[src/rtl/rtc_pkg.sv]
// Shared types and constants for the RTC capture-and-hold latch and its
// field banks.
package rtc_pkg;

  typedef enum logic [1:0] {
    IDLE    = 2'd0,
    LEAD    = 2'd1,
    CAPTURE = 2'd2,
    PEND    = 2'd3
  } state_t;

  // Field order as delivered by the RTC read sequencer.
  localparam int F_SEG     = 0;
  localparam int F_MIN     = 1;
  localparam int F_HORA    = 2;
  localparam int F_FECHA   = 3;
  localparam int F_MES     = 4;
  localparam int F_ANO     = 5;
  localparam int F_DIA     = 6;
  localparam int F_SEMANA  = 7;
  localparam int F_CR_SEG  = 8;
  localparam int F_CR_MIN  = 9;
  localparam int F_CR_HORA = 10;

  localparam int NUM_FIELDS_DEFAULT = 11;

  function automatic logic nibble_bad(input logic [3:0] nib);
    return nib > 4'd9;
  endfunction

endpackage

[src/rtl/rtc_field_bank.sv]
// NUM_FIELDS x DATA_W register array with a per-field write port, a bulk
// load of the whole set and a synchronous clear.
module rtc_field_bank #(
  parameter int NUM_FIELDS = 11,
  parameter int DATA_W     = 8,
  parameter int IDX_W      = 4
) (
  input  logic                         clk,
  input  logic                         clear,
  input  logic                         wr_en,
  input  logic [IDX_W-1:0]             wr_idx,
  input  logic [DATA_W-1:0]            wr_data,
  input  logic                         load_all,
  input  logic [NUM_FIELDS*DATA_W-1:0] load_data,
  output logic [NUM_FIELDS*DATA_W-1:0] data
);

  // Clear wins over a bulk load, which wins over a single-field write.
  always_ff @(posedge clk) begin
    if (clear) begin
      data <= '0;
    end else if (load_all) begin
      data <= load_data;
    end else if (wr_en) begin
      for (int k = 0; k < NUM_FIELDS; k++) begin
        if (wr_idx == IDX_W'(k)) data[k*DATA_W +: DATA_W] <= wr_data;
      end
    end
  end

endmodule

[src/rtl/rtc_frame_latch.sv]
// Captures a burst of RTC fields into a shadow bank and commits the complete
// set to the display bank on a frame boundary, so a frame never mixes sets.
module rtc_frame_latch
  import rtc_pkg::*;
#(
  parameter int NUM_FIELDS  = NUM_FIELDS_DEFAULT,
  parameter int DATA_W      = 8,
  parameter int LEAD_CYCLES = 10,
  parameter int BCD_CHECK   = 1
) (
  input  logic                         clk,
  input  logic                         reset,
  input  logic                         inicioSecuencia,
  input  logic [DATA_W-1:0]            datoRTC,
  input  logic                         frame_tick,
  output logic [NUM_FIELDS*DATA_W-1:0] display_bus,
  output logic [NUM_FIELDS-1:0]        bcd_err,
  output logic                         valid,
  output logic                         busy,
  output logic                         abort_err,
  output logic                         overrun,
  output state_t                       fsm_state
);

  localparam int IDX_W = (NUM_FIELDS > 1) ? $clog2(NUM_FIELDS) : 1;
  localparam logic [IDX_W-1:0] IDX_LAST  = IDX_W'(NUM_FIELDS - 1);
  localparam logic [7:0]       LEAD_LAST = 8'(LEAD_CYCLES - 1);

  state_t                       state, state_n;
  logic                         start_q, start_rise;
  logic [7:0]                   lead_cnt, lead_n;
  logic [IDX_W-1:0]             idx, idx_n, wr_idx;
  logic                         wr_en, commit, abort_n, overrun_n;
  logic                         launch, first_field;
  logic [NUM_FIELDS*DATA_W-1:0] shadow_bus;
  logic [NUM_FIELDS-1:0]        bcd_mask;

  assign start_rise = inicioSecuencia & ~start_q;

  // The edge that enters CAPTURE also samples field 0, so field k lands at
  // E0 + LEAD_CYCLES + k and PEND is entered on the last sample.
  always_comb begin
    state_n     = state;
    lead_n      = lead_cnt;
    idx_n       = idx;
    wr_en       = 1'b0;
    wr_idx      = idx;
    commit      = 1'b0;
    abort_n     = 1'b0;
    overrun_n   = 1'b0;
    launch      = 1'b0;
    first_field = 1'b0;
    case (state)
      IDLE: launch = start_rise;
      LEAD: begin
        if (!inicioSecuencia) begin
          abort_n = 1'b1;
          state_n = IDLE;
        end else if (lead_cnt == LEAD_LAST) begin
          first_field = 1'b1;
        end else begin
          lead_n = lead_cnt + 8'd1;
        end
      end
      CAPTURE: begin
        if (!inicioSecuencia) begin
          abort_n = 1'b1;
          state_n = IDLE;
        end else begin
          wr_en = 1'b1;
          if (idx == IDX_LAST) state_n = PEND;
          else idx_n = idx + IDX_W'(1);
        end
      end
      PEND: begin
        if (frame_tick) begin
          commit  = 1'b1;
          state_n = IDLE;
        end
        if (start_rise) begin
          launch    = 1'b1;
          overrun_n = ~frame_tick;
        end
      end
      default: state_n = IDLE;
    endcase
    if (launch) begin
      if (LEAD_CYCLES == 0) begin
        first_field = 1'b1;
      end else begin
        state_n = LEAD;
        lead_n  = '0;
      end
    end
    if (first_field) begin
      wr_en  = 1'b1;
      wr_idx = '0;
      if (NUM_FIELDS == 1) begin
        state_n = PEND;
      end else begin
        state_n = CAPTURE;
        idx_n   = IDX_W'(1);
      end
    end
  end

  // Nibbles beyond the last whole nibble of a field are not checked.
  always_comb begin
    bcd_mask = '0;
    if (BCD_CHECK != 0) begin
      for (int k = 0; k < NUM_FIELDS; k++) begin
        for (int j = 0; j < DATA_W / 4; j++) begin
          if (nibble_bad(shadow_bus[k*DATA_W + j*4 +: 4])) bcd_mask[k] = 1'b1;
        end
      end
    end
  end

  // valid rises on the first commit and stays high until reset.
  always_ff @(posedge clk) begin
    if (reset) begin
      state     <= IDLE;
      start_q   <= 1'b0;
      lead_cnt  <= '0;
      idx       <= '0;
      valid     <= 1'b0;
      bcd_err   <= '0;
      abort_err <= 1'b0;
      overrun   <= 1'b0;
    end else begin
      state     <= state_n;
      start_q   <= inicioSecuencia;
      lead_cnt  <= lead_n;
      idx       <= idx_n;
      abort_err <= abort_n;
      overrun   <= overrun_n;
      if (commit) begin
        valid   <= 1'b1;
        bcd_err <= bcd_mask;
      end
    end
  end

  rtc_field_bank #(
    .NUM_FIELDS(NUM_FIELDS),
    .DATA_W    (DATA_W),
    .IDX_W     (IDX_W)
  ) u_shadow (
    .clk      (clk),
    .clear    (reset),
    .wr_en    (wr_en),
    .wr_idx   (wr_idx),
    .wr_data  (datoRTC),
    .load_all (1'b0),
    .load_data('0),
    .data     (shadow_bus)
  );

  rtc_field_bank #(
    .NUM_FIELDS(NUM_FIELDS),
    .DATA_W    (DATA_W),
    .IDX_W     (IDX_W)
  ) u_display (
    .clk      (clk),
    .clear    (reset),
    .wr_en    (1'b0),
    .wr_idx   ('0),
    .wr_data  ('0),
    .load_all (commit),
    .load_data(shadow_bus),
    .data     (display_bus)
  );

  assign busy      = (state == LEAD) || (state == CAPTURE);
  assign fsm_state = state;

endmodule

[config.mk]
export PLATFORM = sky130hd
export DESIGN_NAME = rtc_frame_latch
export DESIGN_NICKNAME = d
export VERILOG_FILES = /design/src/rtl/rtc_pkg.sv /design/src/rtl/rtc_field_bank.sv /design/src/rtl/rtc_frame_latch.sv
export SDC_FILE = /design/constraint.sdc
export NUM_CORES = 1
export LEC_CHECK = 0
export BUFFER_PORTS_ARGS = -buffer_cell sky130_fd_sc_hd__buf_4
export CAP_MARGIN = 0
export CORE_MARGIN = 1
export CORE_UTILIZATION = 55
export CTS_CLUSTER_DIAMETER = 60
export CTS_CLUSTER_SIZE = 16
export DETAILED_ROUTE_END_ITERATION = 10
export GPL_ROUTABILITY_DRIVEN = 0
export HOLD_SLACK_MARGIN = 0.05
export PLACE_DENSITY = 0.75
export SLEW_MARGIN = 20
export SYNTH_ARGS = -nofsm -noshare
export SYNTH_HDL_FRONTEND = slang
export SYNTH_SLANG_ARGS = --single-unit
[constraint.sdc]
create_clock -name clk -period 3.2 [get_ports clk]
set_input_delay 0.64 -clock clk [delete_from_list [all_inputs] [get_ports clk]]
set_output_delay 0.64 -clock clk [all_outputs]
set_load 0.01 [all_outputs]
### Yosys cells after proc, flatten, opt, wreduce, memory -nomap -nowiden

Cells that the tools add are included.

* reductions and logical operators: 28
* bitwise logic cells: 8
* equality and inequality tests: 22
* add/sub/neg operators: 2
* order comparisons: 22
* muxes and demuxes: 45

Operators with widths (number)
* > comparator 4 bit (second input constant): 22
* two-way mux 1 bit: 36
* AND reduction 2 bit: 11
* equality test 4 x 3 -> 1 bit (second input constant): 4
* equality test 4 bit (second input constant): 4
* two-way mux 2 bit: 6
* != test 4 bit (second input constant): 3
* AND reduction 3 bit: 3
* adder 8 x 1 -> 8 bit (second input constant): 1
* equality test 4 x 2 -> 1 bit (second input constant): 2
* equality test 8 x 4 -> 1 bit (second input constant): 1
* AND reduction 4 bit: 2
* OR reduction 2 bit: 4
* NOT 1 bit: 7
* != test 3 bit (second input constant): 2
* one-hot mux 2 bit (3 select lines): 1
* != test 5 bit (second input constant): 1
* nonzero test 5 bit: 1
* adder 4 x 1 -> 4 bit (second input constant): 1
* equality test 2 bit (second input constant): 2
* equality test 4 x 1 -> 1 bit (second input constant): 1
* zero test 4 bit: 1
* two-way mux 4 bit: 1
* nonzero test 2 bit: 2
* other kinds (8): 8

* output and inout bits: 105
* bits in registers: 205

### Depth between registers and ports, before layout

* depth in word-level cells: 7
* depth in mapped cells: 7

### Modules after synthesis

A second synthesis with hierarchy kept.

* cells, all modules: 1201
* area, all modules: 10377.5 um^2

By module, submodules not included
* rtc_field_bank: cells each 518, area each 4470.5 um^2, seq. area each 1761.7 um^2, instances 2
* rtc_frame_latch: cells each 165, area each 1436.4 um^2, seq. area each 580.6 um^2, instances 1

### Worst setup path before layout

No wires, ideal clock.

* path kind: reg-to-reg
* from: register state[1] (netlist: fsm_state[1])
* to: register u_shadow.data[32]
* path buffers: 1
* arrival: 1587 ps
* stages on the path, launching flop included: 8
* setup slack: 1481 ps
* data required time: 3068 ps
* setup time: 132 ps
* cell sequence: dfxtp_1 -> inv_1 -> ha_1 -> and2_1 -> nand3_1 -> buf_4 -> nand3_2 -> mux2i_1

* word-level cells in the longest chain between the ends: 5
* elaborated cells between the ends (all ways): 8
* those cells by class: eq/ne (3); mux (4); reduce/logical (1)

Ends and longest elaborated chain
* start, declared: RTL line rtc_frame_latch.sv:29 `state_t state, state_n;`
* start signal, assigned: RTL line rtc_frame_latch.sv:131 `state <= state_n;`
* equality test 2 x 1 -> 1 bit: RTL line rtc_frame_latch.sv:53 `case (state)`
* two-way mux 1 bit: RTL line rtc_frame_latch.sv:53
* two-way mux 4 bit: RTL line rtc_frame_latch.sv:95 `if (first_field) begin`
* equality test 4 x 3 -> 1 bit: RTL line rtc_field_bank.sv:26 `if (wr_idx == IDX_W'(k)) data[k*DATA_W +: DATA_W] <= wr_data;`
* AND reduction 2 bit (no line) *
* end signal, assigned: RTL line rtc_field_bank.sv:23 `data <= load_data;`
* end signal, assigned by index: RTL line rtc_field_bank.sv:26
* end, declared: RTL line rtc_field_bank.sv:15 `output logic [NUM_FIELDS*DATA_W-1:0] data`

Every way passes the cells marked *; elsewhere a longest branch is shown, timed or not.
A chain may end at the register's enable or synchronous reset.

### Final worst setup path

* from: register state[0] (netlist: fsm_state[0])
* to: output port busy

* word-level cells in the longest chain between the ends: 2
* elaborated cells between the ends (all ways): 3
* those cells by class: eq/ne (2); reduce/logical (1)

Ends and longest elaborated chain
* equality test 2 x 1 -> 1 bit or equality test 2 bit (tied branches): RTL line rtc_frame_latch.sv:174 `assign busy = (state == LEAD) || (state == CAPTURE);`
* logical OR 1 bit *: RTL line rtc_frame_latch.sv:174
* end, declared: RTL line rtc_frame_latch.sv:19 `output logic busy,`

Marks and branches as above.

==> results summary <==
Static timing analysis puts the maximum clock frequency at 0.4597 GHz. The worst hold path begins at inicioSecuencia. The top cell type by area accounts for 51.82% of the synthesized area. Summed over all cells, the static leakage comes to 3.875 nW. In this run the number of H-tree levels came out at 1. The total of endpoints with negative setup slack in the final report came out at 0. The pin count of the biggest net entering global routing is 117. The depth of the worst hold-timing path came out at 2. The combinational share of power came out at 2.9%. The number of vias per cell after detailed routing came out at 5.290. The final instance area came out at 9335 µm².

STA puts the critical path data arrival time at 1.54 ns. The maximum buffer depth of the clock tree came out at 3. The proportion of total power due to net switching is 21.51%. The most common cell after layout, fill and taps aside is dfxtp_1. The flow ran to the end, and the final reports show no timing, DRC or antenna violations.

Detailed placement finished with a half-perimeter wire length of 10.67 mm. The average instance in the mapped netlist occupies 9.274 µm². In this run the horizontal extent of the chip is 122 µm. The number of buffers added by the clock tree synthesis step is 17. The count of endpoints failing hold in the final timing report came out at 0.

The type of the tightest min-delay check is in -> reg. The number of cells after detailed placement came out at 1098. Per report_power, the sequential group accounts for 56.2% of the total. The post-route netlist has 17.25% of its cells at a drive strength greater than 1.

The floorplan core area came out at 13990 µm². The tightest hold path in the finished design has a slack of 0.4075 ns. Buffers placed on the I/O ports in this run total 116. The actual transition at the worst max-transition pin came out at 0.7552 ns. The cell area power density came out at 487.1 nW/µm². Synthesis inferred 205 register bits.

The endpoint identified for the worst register-to-register timing path is u_shadow.data[82]. The post-synthesis instance total came out at 854. The number of hold buffers added after CTS was 0.

The clock period minus final worst setup slack came out at 2.176 ns. After clock tree synthesis, the clock-pin slew on the worst setup and hold paths is 0.07 ns. The cell-internal power is 3.569 mW. The final number of max-transition violations came to 0. The kind of critical path is reg -> out.

The net total in the final layout came out at 956. The total negative slack is 0 ns. Sorting the synthesized cells by area gives the leading types as dfxtp_1 (52%), mux2i_1 (11%), nand2_1 (8.6%), nand2b_1 (7.7%), a21oi_1 (5.8%). The starting density of the core is 56.62%.

The filler cell count is 1191. The launch point of the critical path is fsm_state[0]. The cell sitting at the root of the clock tree is a clkbuf_16. The post-synthesis to final-layout area growth came out at 17.87%. The final clock skew is 0.02045 ns. The delay of the slowest critical-path stage came out at 0.45 ns. The library cell contributing the largest single delay on the critical path is dfxtp_1. The antenna diode instance count is 0. The end point of the worst hold path is abort_err. For this run, design rule violations remaining after detail routing come to 0. The startpoint of the most critical register-to-register path is fsm_state[1]. The via count is 5919. The number of iterations in the first detailed-routing pass came out at 4. Buffers added to address setup during post-CTS repair amount to 0. The average detailed-routed wire length per instance is 15.19 µm. The power dissipated by switching net loads is 0.9783 mW. Once layout is complete, the cells apart from fillers number 1119. VDD sags by at most 0.4867 mV. The capturing element type of the critical path is an output pin. The critical path goes through inv_1 > ha_1 > inv_1 > buf_4.

The data required time at the worst endpoint is 2.56 ns. The number of antenna violations at the first check in global routing is 0. Summed over all layers, the routed wires come to 16.99 mm. The number of cells upsized or downsized after cts came out at 0. After global routing the overflow that remains totals 0. TritonCTS built the clock tree. The worst-path maximum fanout came out at 5. The core occupancy in the finished layout came out at 66.74%. Measured against its own limit, the worst slew margin works out to 49.66%.

The clock network fraction of total power is 40.9%. Leaving out fill and tap cells, the most frequent cells in the layout are dfxtp_1 (205), nand2_1 (181), buf_4 (119). The register area share after synthesis came out at 51.82%.

The max-cap violation count is 0. The source-to-sink clock delay at the later pin of the worst-skew pair is 0.48 ns. The number of different library cells used by synthesis comes to 44. The largest total area in the synthesized netlist belongs to dfxtp_1. The most numerous cell type found on the critical path is inv_1.

The number of global-route vias before repair came out at 5433. The placed instance area came out at 8872 µm². The number of design-rule violations left by the first detailed-router iteration is 349. The die outline area came out at 14880 µm².

The count of synthesis-stage warnings from yosys came out at 0. STA classifies the critical path startpoint as a flop. The number of nets in the synthesized netlist came out at 873. Setup repair after global routing left no endpoint under its margin. The CTS sink count came out at 205. The top-level I/O count is 117. The total routing resource utilization after global routing came out at 22.94%.

Summing every instance area after synthesis gives 7920 µm². The row count is 43. The number of nets with antenna violations after detailed routing came out at 0. The height of the chip came out at 122 µm. Dividing the final minimum period by the clock period gives 67.99%. In the final layout, the multi-input gates occupy 3567 µm². The worst register-to-register path has a depth of 7. The worst reg-to-reg setup slack is 1.08 ns.

In the final layout, flip-flops and latches occupy 4104 µm². The wire length of the first global-routing pass is 27.39 mm.
-- worst max path at each step --
| stage | to | cells after the start | slack [ns] |
|---|---|---|---|
| final | busy | 4 | 1.02 |
| after global routing | u_shadow.data[82] | 7 | 0.95 |
| after CTS | busy | 4 | 1.04 |
| after detailed placement | u_shadow.data[86] | 6 | 1.04 |
| after global placement | u_shadow.data[83] | 6 | 1.08 |
| after floorplan | u_shadow.data[32] | 7 | 1.48 |
-- per-stage QoR --
step	setup WS, ns	power, mW
after global placement	1.084	2.748
after CTS	1.036	4.588
after detailed placement	1.041	2.749
final	1.024	4.548
after global routing	0.9489	4.698
after floorplan	1.481	2.700
-- synthesized netlist by cell type (all sizes together) --
master / instances
a2111oi: 1
a211oi: 2
a21oi: 93
a311oi: 11
a41o: 1
a41oi: 1
and2: 2
and3: 1
and3b: 1
and4: 1
buf: 12
clkbuf: 46
dfxtp: 205
ha: 7
inv: 6
mux2: 1
mux2i: 88
nand2: 182
nand2b: 98
nand3: 8
nand3b: 1
nand4: 7
nor2: 29
nor2b: 2
nor3: 6
nor3b: 2
nor4: 1
nor4b: 1
o211ai: 1
o21ai: 23
o221ai: 1
o22ai: 1
or3: 2
or3b: 1
or4b: 1
xnor2: 5
xor2: 3
-- power by group through the flow --
stage / combinational, mW / sequential (mW) / clock, mW
5_1_grt: 0.143 / 2.56 / 2.00
6_report: 0.133 / 2.56 / 1.86
4_1_cts: 0.134 / 2.56 / 1.90
2_1_floorplan: 0.0845 / 2.62 / 0
3_3_place_gp: 0.133 / 2.62 / 0
3_5_place_dp: 0.133 / 2.62 / 0
-- logic make-up (layout without fill, tap and decap cells) --
kind of cell,Yosys count,after routing,synth area share [%]
simple gates,346,346,22.21
flops,205,205,51.82
compound gates,135,135,9.510
mux,89,89,11.26
buf+inv,64,149,3.207
xor+xnor,8,8,0.8847
fa+ha+maj,7,7,1.106
-- state kept, by name, summed over array words and instances, names as in the netlist --
| name | count |
|---|---|
| valid | 1 |
| fsm_state | 2 |
| idx | 4 |
| u_display.data | 88 |
| bcd_err | 11 |
| lead_cnt | 8 |
| start_q | 1 |
| overrun | 1 |
| u_shadow.data | 88 |
| abort_err | 1 |
-- critical path, delay by kind of cell, from the launching register on --
family,cells,cell delay [ns]
flip-flops,1,0.45
adder cells (fa/ha/maj),1,0.36
buffers and inverters,3,0.26
-- metal layers --
layer,routed length [µm],GRT usage [%]
met1,7989,30.84
met2,8230,39.12
met3,581,3.090
met4,192,4.784
met5,0,0
-- final cells by class --
type                    count  share of cell area [%]
clock buffers              18                   4.597
clock inverters             3                  0.3619
inverters                   6                  0.2413
multi-input cells         585                   38.21
flip-flops and latches    205                   43.96
well taps                 180                   2.413
repair buffers            122                   10.21
No activity file was read; power rests on OpenSTA's default activity.
